`config.mk`:
```
export PLATFORM = sky130hd
export DESIGN_NAME = dccm_arbiter
export DESIGN_NICKNAME = d
export VERILOG_FILES = /design/src/rtl/dccm_arbiter.sv
export SDC_FILE = /design/constraint.sdc
export NUM_CORES = 1
export LEC_CHECK = 0
export CELL_PAD_IN_SITES_DETAIL_PLACEMENT = 1
export CELL_PAD_IN_SITES_GLOBAL_PLACEMENT = 1
export CORE_ASPECT_RATIO = 1.5
export CORE_MARGIN = 5
export CORE_UTILIZATION = 29
export CTS_CLUSTER_DIAMETER = 30
export DETAILED_ROUTE_END_ITERATION = 8
export GPL_TIMING_DRIVEN = 0
export PLACE_DENSITY = 0.92
export SLEW_MARGIN = 25
export SYNTH_ARGS = -nofsm -noshare
export SYNTH_HDL_FRONTEND = slang
export SYNTH_SLANG_ARGS = --single-unit
```
`constraint.sdc`:
```
create_clock -name clock -period 4.4 [get_ports clock]
set_input_delay 1.1 -clock clock [delete_from_list [all_inputs] [get_ports clock]]
set_output_delay 1.1 -clock clock [all_outputs]
set_load 0.01 [all_outputs]
```
`src/rtl/dccm_arbiter.sv`:
```
// Two-port round-robin arbiter in front of the byte-addressed DCCM: one request in flight,
// registered memory controls, registered extended load response with error flagging.
module dccm_arbiter #(
    parameter int unsigned DataWidth = 32,
    parameter int unsigned AddrWidth = 10
) (
    input  logic                 clock,
    input  logic                 reset,
    input  logic [1:0]           rq_valid,
    output logic [1:0]           rq_ready,
    input  logic [1:0]           rq_we,
    input  logic [2:0]           rq_func3_0,
    input  logic [2:0]           rq_func3_1,
    input  logic [AddrWidth-1:0] rq_addr_0,
    input  logic [AddrWidth-1:0] rq_addr_1,
    input  logic [DataWidth-1:0] rq_wdata_0,
    input  logic [DataWidth-1:0] rq_wdata_1,
    output logic [1:0]           rsp_valid,
    input  logic [1:0]           rsp_ready,
    output logic [DataWidth-1:0] rsp_rdata,
    output logic                 rsp_err,
    output logic                 mem_readEn,
    output logic                 mem_writeEn,
    output logic [2:0]           mem_func3,
    output logic [AddrWidth-1:0] mem_addr,
    output logic [DataWidth-1:0] mem_datain,
    input  logic [DataWidth-1:0] mem_dataout
);

    typedef enum logic [1:0] {
        IDLE   = 2'd0,
        ACCESS = 2'd1,
        RESP   = 2'd2
    } state_e;

    state_e               state_q;
    logic                 rr_last_q;
    logic                 owner_q;
    logic                 we_q;
    logic [2:0]           func3_q;
    logic                 err_q;
    logic [1:0]           rsp_valid_q;
    logic [DataWidth-1:0] rsp_rdata_q;
    logic                 rsp_err_q;
    logic                 mem_readEn_q;
    logic                 mem_writeEn_q;
    logic [2:0]           mem_func3_q;
    logic [AddrWidth-1:0] mem_addr_q;
    logic [DataWidth-1:0] mem_datain_q;

    logic [1:0]           grant;
    logic                 sel_port;
    logic                 sel_we;
    logic [2:0]           sel_func3;
    logic [AddrWidth-1:0] sel_addr;
    logic [DataWidth-1:0] sel_wdata;
    logic                 sel_illegal;
    logic                 sel_misalign;
    logic                 sel_err;
    logic [DataWidth-1:0] load_ext;

    // Grant is combinational so the requester sees rq_ready in the cycle it is accepted;
    // on a conflict the port that did not own the last completed request wins.
    always_comb begin
        grant = '0;
        if (state_q == IDLE && !reset) begin
            case (rq_valid)
                2'b01:   grant = 2'b01;
                2'b10:   grant = 2'b10;
                2'b11:   grant = rr_last_q ? 2'b01 : 2'b10;
                default: grant = '0;
            endcase
        end
    end

    assign sel_port  = grant[1];
    assign sel_we    = rq_we[sel_port];
    assign sel_func3 = sel_port ? rq_func3_1 : rq_func3_0;
    assign sel_addr  = sel_port ? rq_addr_1  : rq_addr_0;
    assign sel_wdata = sel_port ? rq_wdata_1 : rq_wdata_0;

    always_comb begin
        sel_illegal  = 1'b0;
        sel_misalign = 1'b0;
        case (sel_func3)
            3'b000: sel_misalign = 1'b0;
            3'b001: sel_misalign = sel_addr[0];
            3'b010: sel_misalign = |sel_addr[1:0];
            3'b100: sel_illegal  = sel_we;
            3'b101: begin
                sel_illegal  = sel_we;
                sel_misalign = sel_addr[0];
            end
            default: sel_illegal = 1'b1;
        endcase
    end

    assign sel_err = sel_illegal | sel_misalign;

    always_comb begin
        load_ext = '0;
        case (func3_q)
            3'b000:  load_ext = {{(DataWidth-8){mem_dataout[7]}}, mem_dataout[7:0]};
            3'b001:  load_ext = {{(DataWidth-16){mem_dataout[15]}}, mem_dataout[15:0]};
            3'b010:  load_ext = mem_dataout;
            3'b100:  load_ext = {{(DataWidth-8){1'b0}}, mem_dataout[7:0]};
            3'b101:  load_ext = {{(DataWidth-16){1'b0}}, mem_dataout[15:0]};
            default: load_ext = '0;
        endcase
    end

    // Memory controls are loaded at the accept edge so they are high for exactly the
    // ACCESS cycle; they default back to zero on every other edge.
    always_ff @(posedge clock) begin
        if (reset) begin
            state_q       <= IDLE;
            rr_last_q     <= 1'b1;
            owner_q       <= 1'b0;
            we_q          <= 1'b0;
            func3_q       <= '0;
            err_q         <= 1'b0;
            rsp_valid_q   <= '0;
            rsp_rdata_q   <= '0;
            rsp_err_q     <= 1'b0;
            mem_readEn_q  <= 1'b0;
            mem_writeEn_q <= 1'b0;
            mem_func3_q   <= '0;
            mem_addr_q    <= '0;
            mem_datain_q  <= '0;
        end else begin
            mem_readEn_q  <= 1'b0;
            mem_writeEn_q <= 1'b0;
            mem_func3_q   <= '0;
            mem_addr_q    <= '0;
            mem_datain_q  <= '0;
            case (state_q)
                IDLE: begin
                    if (|grant) begin
                        owner_q <= sel_port;
                        we_q    <= sel_we;
                        func3_q <= sel_func3;
                        err_q   <= sel_err;
                        if (!sel_err) begin
                            mem_writeEn_q <= sel_we;
                            mem_readEn_q  <= ~sel_we;
                            mem_func3_q   <= sel_func3;
                            mem_addr_q    <= sel_addr;
                            mem_datain_q  <= sel_wdata;
                        end
                        state_q <= ACCESS;
                    end
                end
                ACCESS: begin
                    rsp_rdata_q <= (!we_q && !err_q) ? load_ext : '0;
                    rsp_err_q   <= err_q;
                    rsp_valid_q <= owner_q ? 2'b10 : 2'b01;
                    state_q     <= RESP;
                end
                RESP: begin
                    if (rsp_ready[owner_q]) begin
                        rr_last_q   <= owner_q;
                        rsp_valid_q <= '0;
                        rsp_rdata_q <= '0;
                        rsp_err_q   <= 1'b0;
                        state_q     <= IDLE;
                    end
                end
                default: state_q <= IDLE;
            endcase
        end
    end

    assign rq_ready    = grant;
    assign rsp_valid   = rsp_valid_q;
    assign rsp_rdata   = rsp_rdata_q;
    assign rsp_err     = rsp_err_q;
    assign mem_readEn  = mem_readEn_q;
    assign mem_writeEn = mem_writeEn_q;
    assign mem_func3   = mem_func3_q;
    assign mem_addr    = mem_addr_q;
    assign mem_datain  = mem_datain_q;

endmodule
```
-- Word-level counts from Yosys, hierarchy flattened
Index checks and enable logic that the tools add are counted.
- output and inout bits: 84
- logic and storage cells: 77
- input port bits: 130
- register bits: 91
- $lt $le $gt $ge: 2
- reductions and logical operators: 19
- bitwise logic cells: 4
- eq/ne operators: 15
- mux-type cells: 23
- operators by type and width (kind ; number):
    $pmux 32 s5 ; 1
    $mux 32 ; 3
    $pmux 32 s2 ; 1
    $eq 3x3->1 const B ; 4
    $pmux 2 s3 ; 2
    $mux 10 ; 1
    $mux 2 ; 5
    $reduce_and 2->1 ; 4
    $reduce_or 2->1 ; 4
    $eq 2x2->1 const B ; 3
    $eq 3x1->1 const B ; 2
    $eq 3x2->1 const B ; 2
    $logic_not 3->1 ; 2
    $pmux 1 s2 ; 3
    $mux 1 ; 5
    $eq 2x1->1 const B ; 2
    $lt 1x2->1 const B ; 2
    $pmux 2 s2 ; 1
    $reduce_or 4->1 ; 1
    $logic_not 1->1 ; 3
    $mux 3 ; 1
    $not 1->1 ; 3
    $reduce_or 3->1 ; 1
    $logic_and 1x1->1 ; 2
    5 further kinds ; 5

-- Depth between registers and ports, before layout
Gate-level depths: netlist of run 1.
- word-level depth: 9
- gate-level depth with buffers: 7
- gate-level depth less buffers: 5

-- Worst setup path before layout of run 1
No wires, ideal clock.
- path kind: input to output
- from: input reset
- to: output rq_ready[1]
- stages on the path: 5
- required time: 3300 ps
- data arrival time: 1918 ps
- path buffers: 2
- setup slack: 1382 ps
- cells stage by stage: clkbuf_1 nor3_2 nand2_1 inv_2 buf_2
- word-level cells in the longest chain between the ends: 3
- ends and longest elaborated chain (what ; RTL line ; source):
    from (decl) ; 8 ; input logic reset,
    $logic_not 1->1 ; 66 ; if (state_q == IDLE && !reset) begin
    $logic_and 1x1->1 ; 66 ;
    $mux 2 ; 66 ;
    to (decl) ; 10 ; output logic [1:0] rq_ready,
No other way between the ends.

-- Worst setup path after layout of run 1
- from: input rq_valid[1]
- to: output rq_ready[1]
- word-level cells in the longest chain between the ends: 3
- elaborated cells between the ends (all ways): 5
- those cells by class: 3 x eq/ne; 2 x mux
- ends and longest elaborated chain (what ; RTL line ; source):
    from (decl) ; 9 ; input logic [1:0] rq_valid,
    $eq 2x2->1 / $eq 2x1->1 (equally long branches) ; 67 ; case (rq_valid)
    $pmux 2 s3 (*) ; 67 ;
    $mux 2 (*) ; 66 ;
Every way passes the cells marked *; elsewhere a longest branch is shown, timed or not.

==> results of run 1 <==
## worst paths after layout
kind | slack (ns) | to | depth (start not counted) | from
worst max-delay path | 0.19 | rq_ready[1] | 6 | rq_valid[1]
worst min-delay path | 0.46 | rsp_rdata[25]$_SDFFE_PP0P_ | 2 | rsp_rdata[25]$_SDFFE_PP0P_
worst max register to register | 2.54 | mem_datain[12]$_SDFF_PP0_ | 5 | state_q[0]$_SDFFE_PP0P_
worst min register to register | 0.46 | rsp_rdata[25]$_SDFFE_PP0P_ | 2 | rsp_rdata[25]$_SDFFE_PP0P_
## cells in the mapped netlist (3+ instances only)
cell type	n	share of area [%]
a21oi_1	87	11
a22oi_1	17	3.3
a311oi_1	4	0.90
buf_1	3	0.29
buf_2	22	2.8
buf_4	5	0.97
buf_6	3	0.87
clkbuf_1	14	1.4
dfxtp_1	91	47
mux2i_1	7	1.8
nand2_1	47	4.5
nand2b_1	3	0.48
nand3_1	88	11
nor2_1	26	2.5
nor2b_1	4	0.65
o21ai_0	16	2.1
o2bb2ai_1	7	1.6
## worst max-delay path, cell delays in order
cell and delay (ns):
clkdlybuf4s50_1 0.53, a21boi_1 0.28, nand2_1 0.18, inv_2 0.17, buf_2 0.26, clkdlybuf4s50_1 0.58
## repair_timing
action / CTS / global route
gates resized for setup: 0 / 1
hold endpoints to repair: 0 / 0
setup endpoints to repair: 0 / 1
## sequential cells by signal, indices dropped and copies added (netlist names), 2 cells and up
signal	cells
mem_func3	3
rsp_valid	2
mem_datain	32
state_q	2
rsp_rdata	32
func3_q	3
mem_addr	10
## kinds of logic (layout without fill, tap and decap cells)
group / after synthesis / after routing / share of synthesized area, %
compound gates: 145 / 145 / 22.4
simple gates: 180 / 180 / 21.9
flops: 91 / 91 / 47.0
buf+inv: 50 / 277 / 6.61
mux: 8 / 8 / 2.10
## where the power goes
group	total, mW	leakage (nW)	internal [mW]	switching, mW
clock	0.768	0.135	0.398	0.369
combinational	0.483	1.38	0.246	0.237
sequential	0.888	0.739	0.864	0.0242
## per-layer routing
layer	global-route usage (%)	up-vias	wire length (um)
met4	7.00	0	539
met2	39.9	172	9170
met3	6.06	37	1120
met5	0	-	0
met1	19.3	2141	5820
li1	-	2124	-
## cell type report
class / count / area, um2
fillers: 1550 / 6600
repair buffers: 211 / 2110
flip-flops and latches: 91 / 1820
multi-input cells: 333 / 1800
plain buffers: 47 / 245
clock buffers: 9 / 225
well taps: 159 / 199
clock inverters: 7 / 70.1
inverters: 3 / 11.3
## through the flow
step	hold slack [ns]	std cells	area (um2)	total power, mW
floorplan	0.472	474	3880	1.13
global placement	0.446	844	6190	1.37
detailed placement	0.453	844	6190	1.39
CTS	0.463	860	6480	2.16
global route	0.491	860	6480	2.24
finish	0.457	860	6480	2.14
==> flow_summary.ini, run 1 <==
[sta]
max_slew_margin_pct = 59.8
tightestPinTransition_ns = 0.602
period_needed_ns = 4.21
max_clock_freq_mhz = 237
finalCritPeriodShare_pct = 95.7
clock_skew_ns = 0.00785
finalSetupViolCount = 0
slew_viol_final = 0
fin_setup_tns_ns = 0
rsz0062_at_grt = false
final_hold_viol_count = 0
fin_ws_ns = 0.189

[clock_network]
clk-insertion-delay-late_ns = 0.34
h-tree-depth = 3
clock_path_buffers = 2
cts_setup_buffers = 0
cts_buffers = 9
hold_buffers = 0
cts_root_buffer = clkbuf_16
cts_sinks = 91
cts_tree = done
clkTransAtPathRegs_ns = 0.07

[floorplan]
die_x_um = 104
dieArea_um2 = 15800
die_h_um = 152
row_count = 51
ios = 214
core_area_um2 = 13100
initial_core_util_pct = 29.6

[finish]
areaGrowthSynthToFinish_pct = 67.2
nets = 826
final_util_pct = 49.6
final_common_cell = clkdlybuf4s50_1
layout_common_cells = 211 x clkdlybuf4s50_1, 91 x dfxtp_1, 88 x nand3_1
diodes = 0
drive_above_1_share_pct = 7.99

[synth]
syn_avg_cell_area_um2 = 8.18
synthFlopType = dfxtp_1
ys_warn_count = 0
synth_nets = 604
synth_area_um2 = 3880
synthCells = 474
synth.distinct_cells = 40
synth_edf_count = 0
synthArstFlopShare_pct = 0
synth-seq-cells = 91
yosysSeqAreaShare_pct = 47.0

[global_routing]
antenna_found_initial = 0
grt_pass1_vias = 4986
grt_pass1_wl_mm = 25.8
grt_start_max_net_pins = 19
overflow = 0
grt_usage_pct = 20.1

[place]
place.gp.congestion = 0.814
portBuffers = 211
dp_slack_ns = 0.0741
dp_hpwl_mm = 13.4

[setup_path]
end_kind = output pin
worstPathRequired_ns = 3.30
critPathLaunchType = primary input
crit_fanout = 10
worstSetupPathType = in2out
worst_ep_arrival_time_ns = 3.11

[routing]
wire_per_inst_um = 19.4
drt-initial-drc-count = 96
wirelength_mm = 16.6
ant_nets = 0
vias_per_cell = 5.20
vias = 4474
drt_pass1_iterations = 6
post-route-drc-count = 0

[power_and_ir_drop]
leakage_nw = 2.26
power_density_nw_per_um2 = 330
max-vdd-ir-drop_mv = 0.174

[worst_hold_path]
hold_path.class = reg2reg

[status]
status = finished, final reports clean

[flow_run]
maxCapViolCount = 0
(Power assumes the default switching activity.)
==> inputs of run 2 (changes only) <==
Settings changed: CORE_MARGIN 5 to 4, CORE_UTILIZATION 29 to 30, CTS_BUF_LIST set to sky130_fd_sc_hd__clkbuf_4 sky130_fd_sc_hd__clkbuf_8, PLACE_DENSITY 0.92 to 0.95.
==> run 2 against run 1 <==
Against the previous run: setup slack better by 0.047 ns; via count is 0.20% higher; total power is 5.5% lower; die area is 6.2% lower; hold slack better by 0.0042 ns; critical path depth is 1 lower; clock skew is 0.00098 ns higher; first-iteration DRC count is 25% higher; maximum frequency is 1.1% higher.
==> flow_summary.ini, run 2 (same netlist as run 1, synthesis figures left out) <==
[setup_path]
reg2reg_depth = 6
worst_path_max_delay_cell = clkdlybuf4s50_1
cp_common_cell = clkdlybuf4s50_1
end_kind = output pin
worstSetupPathType = in2out
worstPathRequired_ns = 3.30
slowest_delay_ns = 0.62
critical_path.cell_chain = clkdlybuf4s50_1 -> a21boi_1 -> nand2_1 -> inv_2 -> clkdlybuf4s50_1
crit_fanout = 17
critPathLaunchType = primary input
worst_ep_arrival_time_ns = 3.06

[routing]
wirelength_mm = 16.5
vias_per_cell = 5.23
wire_per_inst_um = 19.2
ant_nets = 0
drt-initial-drc-count = 120
drt_pass1_iterations = 4
vias = 4483
post-route-drc-count = 0

[clock_network]
cts_tree = done
cts_sinks = 91
clkTransAtPathRegs_ns = 0.09
cts_buffers = 9
cts_root_buffer = clkbuf_8
clk-insertion-delay-late_ns = 0.36
cts_setup_buffers = 0
h-tree-depth = 3
clock_path_buffers = 2

[floorplan]
ios = 214
dieArea_um2 = 14800
die_x_um = 101
die_h_um = 147
row_count = 50
core_area_um2 = 12600
initial_core_util_pct = 30.8

[finish]
areaGrowthSynthToFinish_pct = 65.2
layout_common_cells = 211 x clkdlybuf4s50_1, 91 x dfxtp_1, 88 x nand3_1
final_common_cell = clkdlybuf4s50_1
regArea_um2 = 1820
nets = 825
drive_above_1_share_pct = 7.86
n_fill_cell = 1472
finalInstanceArea_um2 = 6410
multi_input_area_um2 = 1800

[sta]
tightestPinTransition_ns = 0.693
final_hold_viol_count = 0
rsz0062_at_grt = false
clock_skew_ns = 0.00883
whs_ns = 0.461
max_slew_margin_pct = 53.7
max_clock_freq_mhz = 240
period_needed_ns = 4.16
finalSetupViolCount = 0
slew_viol_final = 0
fin_setup_tns_ns = 0
finalCritPeriodShare_pct = 94.6

[power_and_ir_drop]
p_int_mw = 1.43
switchingPower_mw = 0.589
pwr-share-comb_pct = 24.0
switching_share_pct = 29.1
max-vdd-ir-drop_mv = 0.132
leakage_nw = 2.23
clkPwrFrac_pct = 32.1
sequentialPowerShare_pct = 43.9
power_density_nw_per_um2 = 316

[global_routing]
overflow = 0
grt_usage_pct = 22.0
grt_pass1_wl_mm = 25.9
antenna_found_initial = 1
grt_pass1_vias = 4991
grt_start_max_net_pins = 17

[place]
place.gp.congestion = 0.788
portBuffers = 211
placed_area_um2 = 6180
dp_hpwl_mm = 13.0

[worst_hold_path]
hold_path.class = reg2reg
whs_path_depth = 2

[status]
status = finished, final reports clean

[flow_run]
maxCapViolCount = 0
## run 2: cell count changes in the layout (fill, tap and decap cells not counted), moves of 2 or more
cell	delta
clkinvlp_4	-3
inv_8	-2
clkbuf_8	+9
bufinv_16	+2
clkbuf_16	-9
clkinv_4	+3
## run 2: critical path, delay by kind of cell
kind / cells / cell delay, ns
buffers and inverters: 3 / 1.46
AND/OR/NAND/NOR: 1 / 0.21
AO/OA/AOI/OAI: 1 / 0.28
## run 2: path summary, 6_finish.rpt
| check | startpoint | slack (ns) | end |
|---|---|---|---|
| max reg2reg | state_q[0]$_SDFFE_PP0P_ | 2.37 | mem_addr[9]$_SDFF_PP0_ |
| max | rq_valid[1] | 0.24 | rq_ready[1] |
| min reg2reg | rsp_rdata[22]$_SDFFE_PP0P_ | 0.46 | rsp_rdata[22]$_SDFFE_PP0P_ |
| min | rsp_rdata[22]$_SDFFE_PP0P_ | 0.46 | rsp_rdata[22]$_SDFFE_PP0P_ |
## run 2: layout make-up
cell class	count	share of cell area, %
Tap cell	156	3.05
Sequential cell	91	28.4
Buffer	46	3.75
Multi-Input combinational cell	333	28.1
Clock buffer	9	1.93
Timing Repair Buffer	211	33.0
Inverter	3	0.176
Clock inverter	7	1.56
Antenna cell	1	0.0391
## run 2: through the flow
stage          util, %  power, mW  setup slack (ns)  instances
6_report          50.9       2.02             0.236        857
5_1_grt           50.9       2.12             0.109        857
4_1_cts           51.0       2.04             0.105        857
3_5_place_dp      49.2       1.39            0.0120        841
3_3_place_gp      49.2       1.37            0.0994        841
2_1_floorplan        -       1.13              1.38        474
## run 2: what timing repair did
action | in CTS | in global routing
resized for setup | 1 | 0
endpoints found under the setup margin | 1 | 1
pin swaps | 0 | 0
hold buffers | 0 | 0
endpoints found under the hold margin | 0 | 0
## run 2: layer usage
metal  share of wire (%)  track usage, %  up-vias
li1                    -               -     2121
met1                  36            22.8     2137
met2                  54            40.5      178
met3                 6.9            6.03       47
met4                 3.6            9.31        0
met5                   0               0        -
## run 2: power by group through the flow
stage | registers (mW) | clock network (mW) | logic [mW]
final | 0.888 | 0.649 | 0.485
after detailed placement | 0.907 | 0 | 0.485
after global placement | 0.904 | 0 | 0.464
after global routing | 0.894 | 0.702 | 0.528
after floorplan | 0.918 | 0 | 0.209
after CTS | 0.889 | 0.667 | 0.490
==> inputs of run 3 (changes only) <==
Settings changed: SETUP_SLACK_MARGIN set to 0.05.
==> run 3 against run 2 <==
Against the previous run: cell area grew 0.16%; core utilization grew 0.080 points; final cell count grew 0.12%; register-to-register slack gained 0.11 ns; combinational power is essentially flat; critical path depth grew 1; hold slack is essentially flat; sequential share of layout area is essentially flat; first-iteration DRC count grew 7.5%; sequential power is essentially flat; non-clock buffer count grew 1; global-route usage is the same; critical path type unchanged; critical endpoint unchanged; largest cell class unchanged.
==> flow_summary.ini, run 3 (same netlist as run 1, synthesis figures left out) <==
[sta]
tightestPinTransition_ns = 0.694
slew_viol_final = 0
final_hold_viol_count = 0
fin_ws_ns = 0.219
max_clock_freq_mhz = 239
period_needed_ns = 4.18
whs_ns = 0.461
finalSetupViolCount = 0
max_slew_margin_pct = 53.6
fin_setup_tns_ns = 0
clock_skew_ns = 0.00849
rsz0062_at_grt = false
finalCritPeriodShare_pct = 95.0

[clock_network]
cts_tree = done
clk-insertion-delay-late_ns = 0.37
cts_setup_buffers = 0
cts_root_buffer = clkbuf_8
cts_buffers = 9
cts_sinks = 91
clock_path_buffers = 2
h-tree-depth = 3
clkTransAtPathRegs_ns = 0.09

[power_and_ir_drop]
leakage_nw = 2.24
power_density_nw_per_um2 = 316
max-vdd-ir-drop_mv = 0.132
total_power_mw = 2.03

[floorplan]
die_x_um = 101
row_count = 50
core_area_um2 = 12600
die_h_um = 147
dieArea_um2 = 14800
initial_core_util_pct = 30.8
ios = 214

[setup_path]
cp_common_cell = clkdlybuf4s50_1
worst_path_max_delay_cell = clkdlybuf4s50_1
crit_fanout = 10
worstSetupPathType = in2out
reg2reg_from = state_q[0]$_SDFFE_PP0P_
worstPathRequired_ns = 3.30
reg2reg_depth = 5
cp.depth = 6
end_kind = output pin
reg2reg_to = mem_addr[9]$_SDFF_PP0_
slowest_delay_ns = 0.57
critical_path.cell_chain = clkdlybuf4s50_1 -> a21boi_1 -> nand2_2 -> inv_2 -> clkbuf_4 -> clkdlybuf4s50_1
critPathLaunchType = primary input
crit_buf_inv = 4
worst_ep_arrival_time_ns = 3.08
reg2reg_slack_ns = 2.48
crit_family = buffers and inverters

[finish]
n_fill_cell = 1473
multi_input_area_um2 = 1800
finalInstanceArea_um2 = 6420
areaGrowthSynthToFinish_pct = 65.5
layout_common_cells = 211 x clkdlybuf4s50_1, 91 x dfxtp_1, 88 x nand3_1
stdcell_count = 858
final_common_cell = clkdlybuf4s50_1
nets = 826
final_util_pct = 51.0
drive_above_1_share_pct = 8.13
regArea_um2 = 1820

[place]
placed_area_um2 = 6180
dp_hpwl_mm = 13.0
dp_slack_ns = 0.0120
place.gp.congestion = 0.788
portBuffers = 211
placedCellCount = 841

[global_routing]
grt_usage_pct = 22.0
grt_pass1_vias = 4991
grt_start_max_net_pins = 17
antenna_found_initial = 1
overflow = 0
grt_pass1_wl_mm = 25.9

[flow_run]
maxCapViolCount = 0

[routing]
vias = 4467
ant_nets = 0
post-route-drc-count = 0
wirelength_mm = 16.5
vias_per_cell = 5.21
drt_pass1_iterations = 4
wire_per_inst_um = 19.2
drt-initial-drc-count = 129

[worst_hold_path]
whs_path_depth = 2
min_from = rsp_rdata[22]$_SDFFE_PP0P_
holdPathEnd = rsp_rdata[22]$_SDFFE_PP0P_
hold_path.class = reg2reg

[status]
status = finished, final reports clean
==> run 3: worst reg2reg max path, delay by kind of cell (launching register included) <==
kind,cells,cell delay (ns)
flops,1,0.49
buf+inv,2,0.89
compound gates,1,0.14
simple gates,2,0.26
==> run 3: repair_timing <==
item	in CTS	in global routing
resized for setup	1	2
setup endpoints to repair	1	1
pin swaps	0	0
hold buffers	0	0
==> run 3: worst max path at each step <==
stage               slack (ns)         from     endpoint
floorplan                 1.38        reset  rq_ready[1]
global placement           0.1  rq_valid[1]  rq_ready[1]
detailed placement        0.01  rq_valid[1]  rq_ready[1]
CTS                       0.10  rq_valid[1]  rq_ready[1]
global route              0.09  rq_valid[1]  rq_ready[1]
finish                    0.22  rq_valid[1]  rq_ready[1]
==> run 3: layer usage <==
metal / up-vias / global-route usage, % / routed length, um
met5: - / 0 / 0
met4: 0 / 9.31 / 584
met3: 46 / 6.03 / 1180
met2: 170 / 40.5 / 8820
met1: 2127 / 22.8 / 5880
li1: 2124 / - / -
==> run 3: final cells by class <==
class	count	area share, %
Clock buffer	9	1.93
Timing Repair Buffer	211	32.9
Sequential cell	91	28.4
Antenna cell	1	0.0390
Inverter	3	0.176
Multi-Input combinational cell	333	28.1
Buffer	47	3.86
Tap cell	156	3.04
Clock inverter	7	1.56
==> run 3: report_power, final <==
part	internal, mW	total, mW	switching [mW]
clock network	0.324	0.651	0.326
logic	0.246	0.486	0.240
registers	0.864	0.889	0.0244
